$ cat config.mk
export PLATFORM = sky130hd
export DESIGN_NAME = cfu_conv_preload_mac
export DESIGN_NICKNAME = d
export VERILOG_FILES = /design/src/rtl/cfu_conv_preload_mac_pkg.sv /design/src/rtl/cfu_conv_preload_mac_simd_mac_lane_sum.sv /design/src/rtl/cfu_conv_preload_mac.sv
export SDC_FILE = /design/constraint.sdc
export NUM_CORES = 2
export LEC_CHECK = 0
export ABC_CLOCK_PERIOD_IN_PS = 16100
export CORE_AREA = 5 5 512 514
export DETAILED_ROUTE_END_ITERATION = 16
export DIE_AREA = 0 0 517 519
export MAX_ROUTING_LAYER = met4
export PLACE_DENSITY = 0.54
export SYNTH_ARGS = -nofsm -noshare
export SYNTH_HDL_FRONTEND = slang
export SYNTH_SLANG_ARGS = --single-unit
$ cat constraint.sdc
create_clock -name clk -period 16.1 [get_ports clk]
set_input_delay 4.83 -clock clk [delete_from_list [all_inputs] [get_ports clk]]
set_output_delay 4.83 -clock clk [all_outputs]
set_load 0.01 [all_outputs]
$ cat src/rtl/cfu_conv_preload_mac_pkg.sv
// rtl/cfu_conv_preload_mac_pkg.sv - shared opcode/state types and status bit positions
// Purpose: opcodes (function_id[9:3]), FSM states and status register bit indices
//          used by cfu_conv_preload_mac.
package cfu_conv_pkg;

  typedef enum logic [6:0] {
    OP_MAC     = 7'd0,
    OP_CLEAR   = 7'd1,
    OP_CONFIG  = 7'd2,
    OP_PRELOAD = 7'd3,
    OP_STATUS  = 7'd4
  } opcode_e;

  typedef enum logic [2:0] {
    ST_IDLE,
    ST_PRELOAD,
    ST_FETCH,
    ST_MAC,
    ST_RSP
  } state_e;

  // status[0]: a bus error ended the last fetch/preload
  // status[1]: a MAC asked for a filter word beyond the loaded count
  localparam int STATUS_BUS_ERR = 0;
  localparam int STATUS_IDX_OOR = 1;

endpackage

$ cat src/rtl/cfu_conv_preload_mac_simd_mac_lane_sum.sv
// rtl/cfu_conv_preload_mac_simd_mac_lane_sum.sv - combinational SIMD dot product of one image/filter word pair
// Purpose: sum over lanes of (sext(img)+sext(offset)) * sext(filt), masked per lane.
// Ports:   img_i/filt_i    32-bit packed lane words, lane i at [i*LANE_W +: LANE_W]
//          offset_i        signed LANE_W+1 input offset
//          lane_mask_i     per-lane enable; disabled lanes contribute 0
//          sum_o           signed sum of lane products
module simd_mac_lane_sum #(
  parameter int LANE_W = 8,
  parameter int LANES  = 32 / LANE_W,
  parameter int SUM_W  = 2 * LANE_W + 3
) (
  input  logic [31:0]              img_i,
  input  logic [31:0]              filt_i,
  input  logic signed [LANE_W:0]   offset_i,
  input  logic [LANES-1:0]         lane_mask_i,
  output logic signed [SUM_W-1:0]  sum_o
);

  localparam int PROD_W = 2 * LANE_W + 1;

  logic signed [PROD_W-1:0] prod [LANES];

  for (genvar gi = 0; gi < LANES; gi++) begin : g_lane
    logic signed [LANE_W:0]   img_off;
    logic signed [LANE_W-1:0] filt;

    // The offset-adjusted image operand is kept LANE_W+1 bits wide, so it
    // wraps exactly like the narrow datapath it models.
    assign img_off = $signed({img_i[gi*LANE_W+LANE_W-1], img_i[gi*LANE_W +: LANE_W]}) + offset_i;
    assign filt    = $signed(filt_i[gi*LANE_W +: LANE_W]);
    assign prod[gi] = lane_mask_i[gi] ? (PROD_W'(img_off) * PROD_W'(filt)) : '0;
  end

  always_comb begin
    sum_o = '0;
    for (int i = 0; i < LANES; i++) begin
      sum_o = sum_o + SUM_W'(prod[i]);
    end
  end

endmodule

$ cat src/rtl/cfu_conv_preload_mac.sv
// rtl/cfu_conv_preload_mac.sv - CFU that preloads a filter over Wishbone and runs SIMD MACs against it
// Purpose: command/response CFU; PRELOAD bursts filter words into a local buffer,
//          MAC fetches one image word and accumulates a SIMD dot product.
// Ports:   clk, reset_n (async, active-low)
//          cmd_*  CPU command handshake (function_id[9:3] = opcode, two 32-bit operands)
//          rsp_*  CPU response handshake, payload held until rsp_ready
//          cfu_ram_*  Wishbone read-only master (word address, classic cycles)
module cfu_conv_preload_mac
  import cfu_conv_pkg::*;
#(
  parameter int LANE_W       = 8,
  parameter int FILTER_DEPTH = 64,
  parameter int ACC_W        = 32
) (
  input  logic        clk,
  input  logic        reset_n,
  input  logic        cmd_valid,
  output logic        cmd_ready,
  input  logic [9:0]  cmd_payload_function_id,
  input  logic [31:0] cmd_payload_inputs_0,
  input  logic [31:0] cmd_payload_inputs_1,
  output logic        rsp_valid,
  input  logic        rsp_ready,
  output logic [31:0] rsp_payload_outputs_0,
  output logic [29:0] cfu_ram_adr,
  output logic [31:0] cfu_ram_dat_mosi,
  output logic [3:0]  cfu_ram_sel,
  output logic        cfu_ram_cyc,
  output logic        cfu_ram_stb,
  output logic        cfu_ram_we,
  output logic [2:0]  cfu_ram_cti,
  output logic [1:0]  cfu_ram_bte,
  input  logic [31:0] cfu_ram_dat_miso,
  input  logic        cfu_ram_ack,
  input  logic        cfu_ram_err
);

  localparam int LANES = 32 / LANE_W;
  localparam int IDX_W = $clog2(FILTER_DEPTH);
  localparam int CNT_W = IDX_W + 1;
  localparam int SUM_W = 2 * LANE_W + 3;

  state_e                  state_q;
  logic [ACC_W-1:0]        acc_q;
  logic signed [LANE_W:0]  offset_q;
  logic [LANES-1:0]        lane_mask_q;
  logic [CNT_W-1:0]        loaded_q;
  logic [CNT_W-1:0]        cnt_q;
  logic [CNT_W-1:0]        n_q;
  logic [1:0]              status_q;
  logic [31:0]             rsp_q;
  logic [31:0]             img_q;
  logic [29:0]             adr_q;
  logic                    cyc_q;
  logic                    stb_q;
  logic [IDX_W-1:0]        idx_q;

  logic [31:0] filt_mem [FILTER_DEPTH];

  opcode_e                 opcode;
  logic                    idx_ok;
  logic [CNT_W-1:0]        n_clamped;
  logic [CNT_W-1:0]        cnt_inc;
  logic [7:0]              loaded_lo;
  logic [31:0]             filt_word;
  logic signed [SUM_W-1:0] lane_sum;
  logic [ACC_W-1:0]        acc_nxt;
  logic                    unused_fid;

  assign opcode     = opcode_e'(cmd_payload_function_id[9:3]);
  assign unused_fid = ^cmd_payload_function_id[2:0];
  assign idx_ok     = cmd_payload_inputs_1 < 32'(loaded_q);
  assign n_clamped  = (cmd_payload_inputs_1 > 32'(FILTER_DEPTH)) ? CNT_W'(FILTER_DEPTH)
                                                                 : cmd_payload_inputs_1[CNT_W-1:0];
  assign cnt_inc    = cnt_q + 1'b1;
  assign loaded_lo  = 8'(loaded_q);
  assign filt_word  = filt_mem[idx_q];
  assign acc_nxt    = acc_q + ACC_W'(lane_sum);

  simd_mac_lane_sum #(
    .LANE_W (LANE_W),
    .LANES  (LANES),
    .SUM_W  (SUM_W)
  ) u_lane_sum (
    .img_i       (img_q),
    .filt_i      (filt_word),
    .offset_i    (offset_q),
    .lane_mask_i (lane_mask_q),
    .sum_o       (lane_sum)
  );

  // Filter buffer: not reset; an erroring beat is never stored.
  always_ff @(posedge clk) begin
    if (state_q == ST_PRELOAD && stb_q && cfu_ram_ack && !cfu_ram_err) begin
      filt_mem[cnt_q[IDX_W-1:0]] <= cfu_ram_dat_miso;
    end
  end

  always_ff @(posedge clk or negedge reset_n) begin
    if (!reset_n) begin
      state_q     <= ST_IDLE;
      acc_q       <= '0;
      offset_q    <= '0;
      lane_mask_q <= '1;
      loaded_q    <= '0;
      cnt_q       <= '0;
      n_q         <= '0;
      status_q    <= '0;
      rsp_q       <= '0;
      img_q       <= '0;
      adr_q       <= '0;
      cyc_q       <= 1'b0;
      stb_q       <= 1'b0;
      idx_q       <= '0;
    end else begin
      case (state_q)
        ST_IDLE: begin
          if (cmd_valid) begin
            case (opcode)
              OP_MAC: begin
                if (idx_ok) begin
                  adr_q   <= cmd_payload_inputs_0[31:2];
                  idx_q   <= cmd_payload_inputs_1[IDX_W-1:0];
                  cyc_q   <= 1'b1;
                  stb_q   <= 1'b1;
                  state_q <= ST_FETCH;
                end else begin
                  status_q[STATUS_IDX_OOR] <= 1'b1;
                  rsp_q   <= acc_q[31:0];
                  state_q <= ST_RSP;
                end
              end
              OP_CLEAR: begin
                acc_q    <= '0;
                status_q <= '0;
                rsp_q    <= '0;
                state_q  <= ST_RSP;
              end
              OP_CONFIG: begin
                offset_q    <= cmd_payload_inputs_0[LANE_W:0];
                lane_mask_q <= cmd_payload_inputs_1[LANES-1:0];
                rsp_q       <= '0;
                state_q     <= ST_RSP;
              end
              OP_PRELOAD: begin
                loaded_q <= '0;
                if (n_clamped == '0) begin
                  rsp_q   <= '0;
                  state_q <= ST_RSP;
                end else begin
                  adr_q   <= cmd_payload_inputs_0[31:2];
                  n_q     <= n_clamped;
                  cnt_q   <= '0;
                  cyc_q   <= 1'b1;
                  stb_q   <= 1'b1;
                  state_q <= ST_PRELOAD;
                end
              end
              OP_STATUS: begin
                rsp_q   <= {16'b0, loaded_lo, 6'b0, status_q};
                state_q <= ST_RSP;
              end
              default: begin
                rsp_q   <= 32'hFFFF_FFFF;
                state_q <= ST_RSP;
              end
            endcase
          end
        end
        ST_FETCH: begin
          // err is checked first so a simultaneous ack is discarded
          if (cfu_ram_err) begin
            cyc_q    <= 1'b0;
            stb_q    <= 1'b0;
            status_q[STATUS_BUS_ERR] <= 1'b1;
            rsp_q    <= acc_q[31:0];
            state_q  <= ST_RSP;
          end else if (cfu_ram_ack) begin
            img_q   <= cfu_ram_dat_miso;
            cyc_q   <= 1'b0;
            stb_q   <= 1'b0;
            state_q <= ST_MAC;
          end
        end
        ST_MAC: begin
          acc_q   <= acc_nxt;
          rsp_q   <= acc_nxt[31:0];
          state_q <= ST_RSP;
        end
        ST_PRELOAD: begin
          if (cfu_ram_err) begin
            cyc_q    <= 1'b0;
            stb_q    <= 1'b0;
            status_q[STATUS_BUS_ERR] <= 1'b1;
            loaded_q <= cnt_q;
            rsp_q    <= 32'(cnt_q);
            state_q  <= ST_RSP;
          end else if (cfu_ram_ack) begin
            cnt_q <= cnt_inc;
            adr_q <= adr_q + 30'd1;
            // cyc stays high between beats; only the last ack closes the burst
            if (cnt_inc == n_q) begin
              cyc_q    <= 1'b0;
              stb_q    <= 1'b0;
              loaded_q <= n_q;
              rsp_q    <= 32'(n_q);
              state_q  <= ST_RSP;
            end
          end
        end
        ST_RSP: begin
          if (rsp_ready) begin
            state_q <= ST_IDLE;
          end
        end
        default: state_q <= ST_IDLE;
      endcase
    end
  end

  assign cmd_ready             = (state_q == ST_IDLE);
  assign rsp_valid             = (state_q == ST_RSP);
  assign rsp_payload_outputs_0 = rsp_q;
  assign cfu_ram_adr           = adr_q;
  assign cfu_ram_cyc           = cyc_q;
  assign cfu_ram_stb           = stb_q;
  assign cfu_ram_dat_mosi      = '0;
  assign cfu_ram_sel           = 4'b1111;
  assign cfu_ram_we            = 1'b0;
  assign cfu_ram_cti           = '0;
  assign cfu_ram_bte           = '0;

endmodule

==> results.txt <==
The run gives 116000 sq um as the post-route standard cell area excluding fillers. For the initial antenna violation count, the log shows 20. The routed layout has 53800 vias. For the core outline area, the log shows 256000 sq um.

The share of flip-flops with an asynchronous set or reset after synthesis is 7.75%, and the post-synthesis sequential element count is 2220. The synthesized netlist occupies a cell area of 102000 sq um. The number of enable-type register cells in the synthesized netlist is 2048.

The number of I/O port buffers was 174; the data arrival at the endpoint of the critical path was 14240 ps. The die is 517 microns wide. In this run the core area contains 186 standard-cell rows.

The run finished with clean final reports. The cell area reported after detailed placement was 109000 sq um; the number of different library cells in the post-synthesis netlist was 80. The tools report the endpoint type of the worst setup path as a flop.

The effective utilization at floorplan was 39.9%. The maximum fanout along the worst path came out at 58. For this run, design rule violations remaining after detail routing come to 0. Setup repair after global routing left no endpoint under its margin. STA classifies the critical path startpoint as a flop.

Wires add up to 279000 microns. Once detailed placement completed, the half-perimeter wirelength came to 166000 microns. The run gives 910 ps as the clock latency on the worst-skew pair.

Counting tap cells, the placed design contains a total of 9311 instances. Global-route wire length before repair: 402000 microns. For this design the ratio of total power to cell area is 119 nW/um^2. The number of setup violations in the final report came out at 0. The logs give 268000 sq um for the total die area and 2620 ps for the minimum setup slack after placement. In the routed layout, each cell is associated on average with a via count of 5.52. Tightest hold margin: 479 ps. For this run, the leading register cell type out of synthesis is edfxtp_1.

The worst path in the final design needs a cycle of 13500 ps, including I/O delays and setup. The area added between synthesis and finish was 13.8%; the post-layout total power was 13.9 mW. For the fmax, the log shows 74.1 MHz. The tightest min-delay check is of the reg2reg type. The tools report the number of global-route vias before repair as 55400. The run gives 64.3% as the share of synthesized area occupied by flip-flops and latches. The number of instances in the synthesized netlist is 5834.

For this block, the initial DRC count from the detailed router was 4936. The count of hold-fix buffers inserted at cts was 0; the pin count of the biggest net entering global routing was 85. The layout cell share with drive strength beyond 1 works out to 21.3%. The count of non-filler cells in the finished layout was 9740; the routed length per instance was 28.7 microns. Once the clock tree was built, the resizer swapped 0 gates to a different size. The data required time at the worst endpoint was 16830 ps.

In this run the tightest slew margin relative to its limit is 15.8%. Among all stages on the critical path, the largest delay is contributed by dfrtp_4. The tools report the CTS buffer count as 227. During I/O placement, the number of pins put on the boundary was 220. Once layout is complete, the utilization of the core stands at 45.4%. In this run the static leakage power is 39.5 nW.

The tree built by TritonCTS fans out to 2220 sinks. The clock tree synthesis step divided the H-tree into 4 levels. The logs give 0 for the count of pins over their slew limit and 116 ps for the worst clock skew. The tools report the clock tree root driver cell as clkbuf_16.

The weighted congestion at the end of routability-driven global placement was 0.866. Counting along the longest clock path gives a buffer depth of 3. The iteration count of the initial detailed-routing pass was 5; the overflow left after global routing was 0. Clock-pin slew was measured on the worst setup and hold paths at 60 ps.

The tools report the minimum setup slack in the final design as 2600 ps. The run gives 0 as the Yosys warning count. At the end of the flow, the number of nets in the layout was 6768. In this run the remaining antenna-violating nets after routing total 0. In the finished design, the share of the clock period the worst path needs comes to 83.9%. On the worst path, the slowest cell contributes a delay of 1030 ps. IR analysis of the VDD net gives a maximum drop of 0.000124 V.

The run gives 0 as the number of hold violations in the final report. The critical path class was reg2reg. The slew at the pin closest to its max-slew limit was 1260 ps.

The global-route total usage across every layer was 21.4%; the synthesized area divided by synthesized cell count was 17.6 sq um. After routing, the total negative slack on setup checks comes to 0 ps. Number of post-CTS setup repair buffers: 0. The most repeated library cell on the critical path is inv_1.

The height of the chip works out to 519 microns. Across the run, the number of max-cap violations was 0. TritonCTS built the clock tree.
-- sequential cells by signal (all words and copies together), names as in the netlist, 3 cells and up --
signal,count
filt_mem,2048
acc_q,32
img_q,32
rsp_payload_outputs_0,32
cfu_ram_adr,30
offset_q,9
cnt_q,7
loaded_q,7
n_q,7
idx_q,6
lane_mask_q,4
state_q,3
-- per-layer routing --
layer	share of wire (%)	vias up	track usage [%]	wire, microns
met5	0	-	-	0
met4	2.0	0	4.26	5480
met3	5.6	298	2.81	15700
met2	49	1576	34.4	137000
met1	43	28900	29.5	121000
li1	-	23000	-	-
-- where the power goes --
group | internal, mW | switching, mW | total [mW]
clock | 3.08 | 2.29 | 5.37
sequential | 6.36 | 0.0847 | 6.45
combinational | 0.812 | 1.25 | 2.06
total | 10.3 | 3.63 | 13.9
-- layout make-up --
type                            count  area [sq um]
Clock inverter                    146          1770
Clock buffer                      271          5880
Sequential cell                  2220         65800
Tap cell                         3384          4230
Multi-Input combinational cell   2926         34100
Inverter                          461          1730
Timing Repair Buffer              320          2930
Fill cell                       22100        140000
Antenna cell                       12          30.0
-- cell usage after synthesis, drive strengths merged (75+ instances only) --
library cell | number | area, sq um
a21oi | 171 | 901
and2 | 75 | 469
buf | 165 | 1030
clkbuf | 102 | 383
dfrtp | 168 | 4200
edfxtp | 2048 | 61500
fa | 284 | 5690
ha | 216 | 2700
inv | 461 | 1730
mux4 | 653 | 14700
nand2 | 275 | 1030
nor2 | 348 | 1310
o21ai | 136 | 808
xnor2 | 127 | 1110
-- layout by cell type, fill, tap and decap left out, drive strengths merged, types with 168 or more instances in the layout --
cell	Yosys	routed
mux4	653	653
a21oi	171	171
clkbuf	102	272
edfxtp	2048	2048
inv	461	466
fa	284	284
buf	165	178
dfrtp	168	168
nor2	348	348
nand2	275	275
ha	216	216
-- final timing paths --
| check | startpoint | to | slack (ps) | cells after the start |
|---|---|---|---|---|
| worst max-delay path | idx_q[0] | rsp_payload_outputs_0[31] | 2600 | 46 |
| worst min register to register | rsp_payload_outputs_0[8] | rsp_payload_outputs_0[8] | 480 | 2 |
| worst min-delay path | rsp_payload_outputs_0[8] | rsp_payload_outputs_0[8] | 480 | 2 |
| max in group asynchronous | reset_n | idx_q[2] | 10750 | 2 |
| worst max register to register | idx_q[0] | rsp_payload_outputs_0[31] | 2600 | 46 |
| min in group asynchronous | reset_n | offset_q[0] | 4080 | 1 |
-- kinds of logic after synthesis --
family | count (synthesis) | synth area share, %
XOR/XNOR | 172 | 1.48
AO/OA/AOI/OAI | 529 | 3.39
flip-flops | 2220 | 64.3
adder cells (fa/ha/maj) | 500 | 8.19
multiplexers | 760 | 15.5
buffers and inverters | 728 | 3.07
other | 2 | 0.00733
AND/OR/NAND/NOR | 923 | 4.09
-- worst max-delay path, delay by kind of cell (launching register included) --
family / cells / cell delay, ps
AOI/OAI and AO/OA: 18 / 4390
xor gates and xnor gates: 3 / 520
adders and majority gates: 9 / 3970
buffers and inverters: 9 / 1000
DFF: 1 / 1030
muxes: 3 / 1420
and+or+nand+nor: 4 / 920
Note: power is estimated with default switching activity, not from simulation.
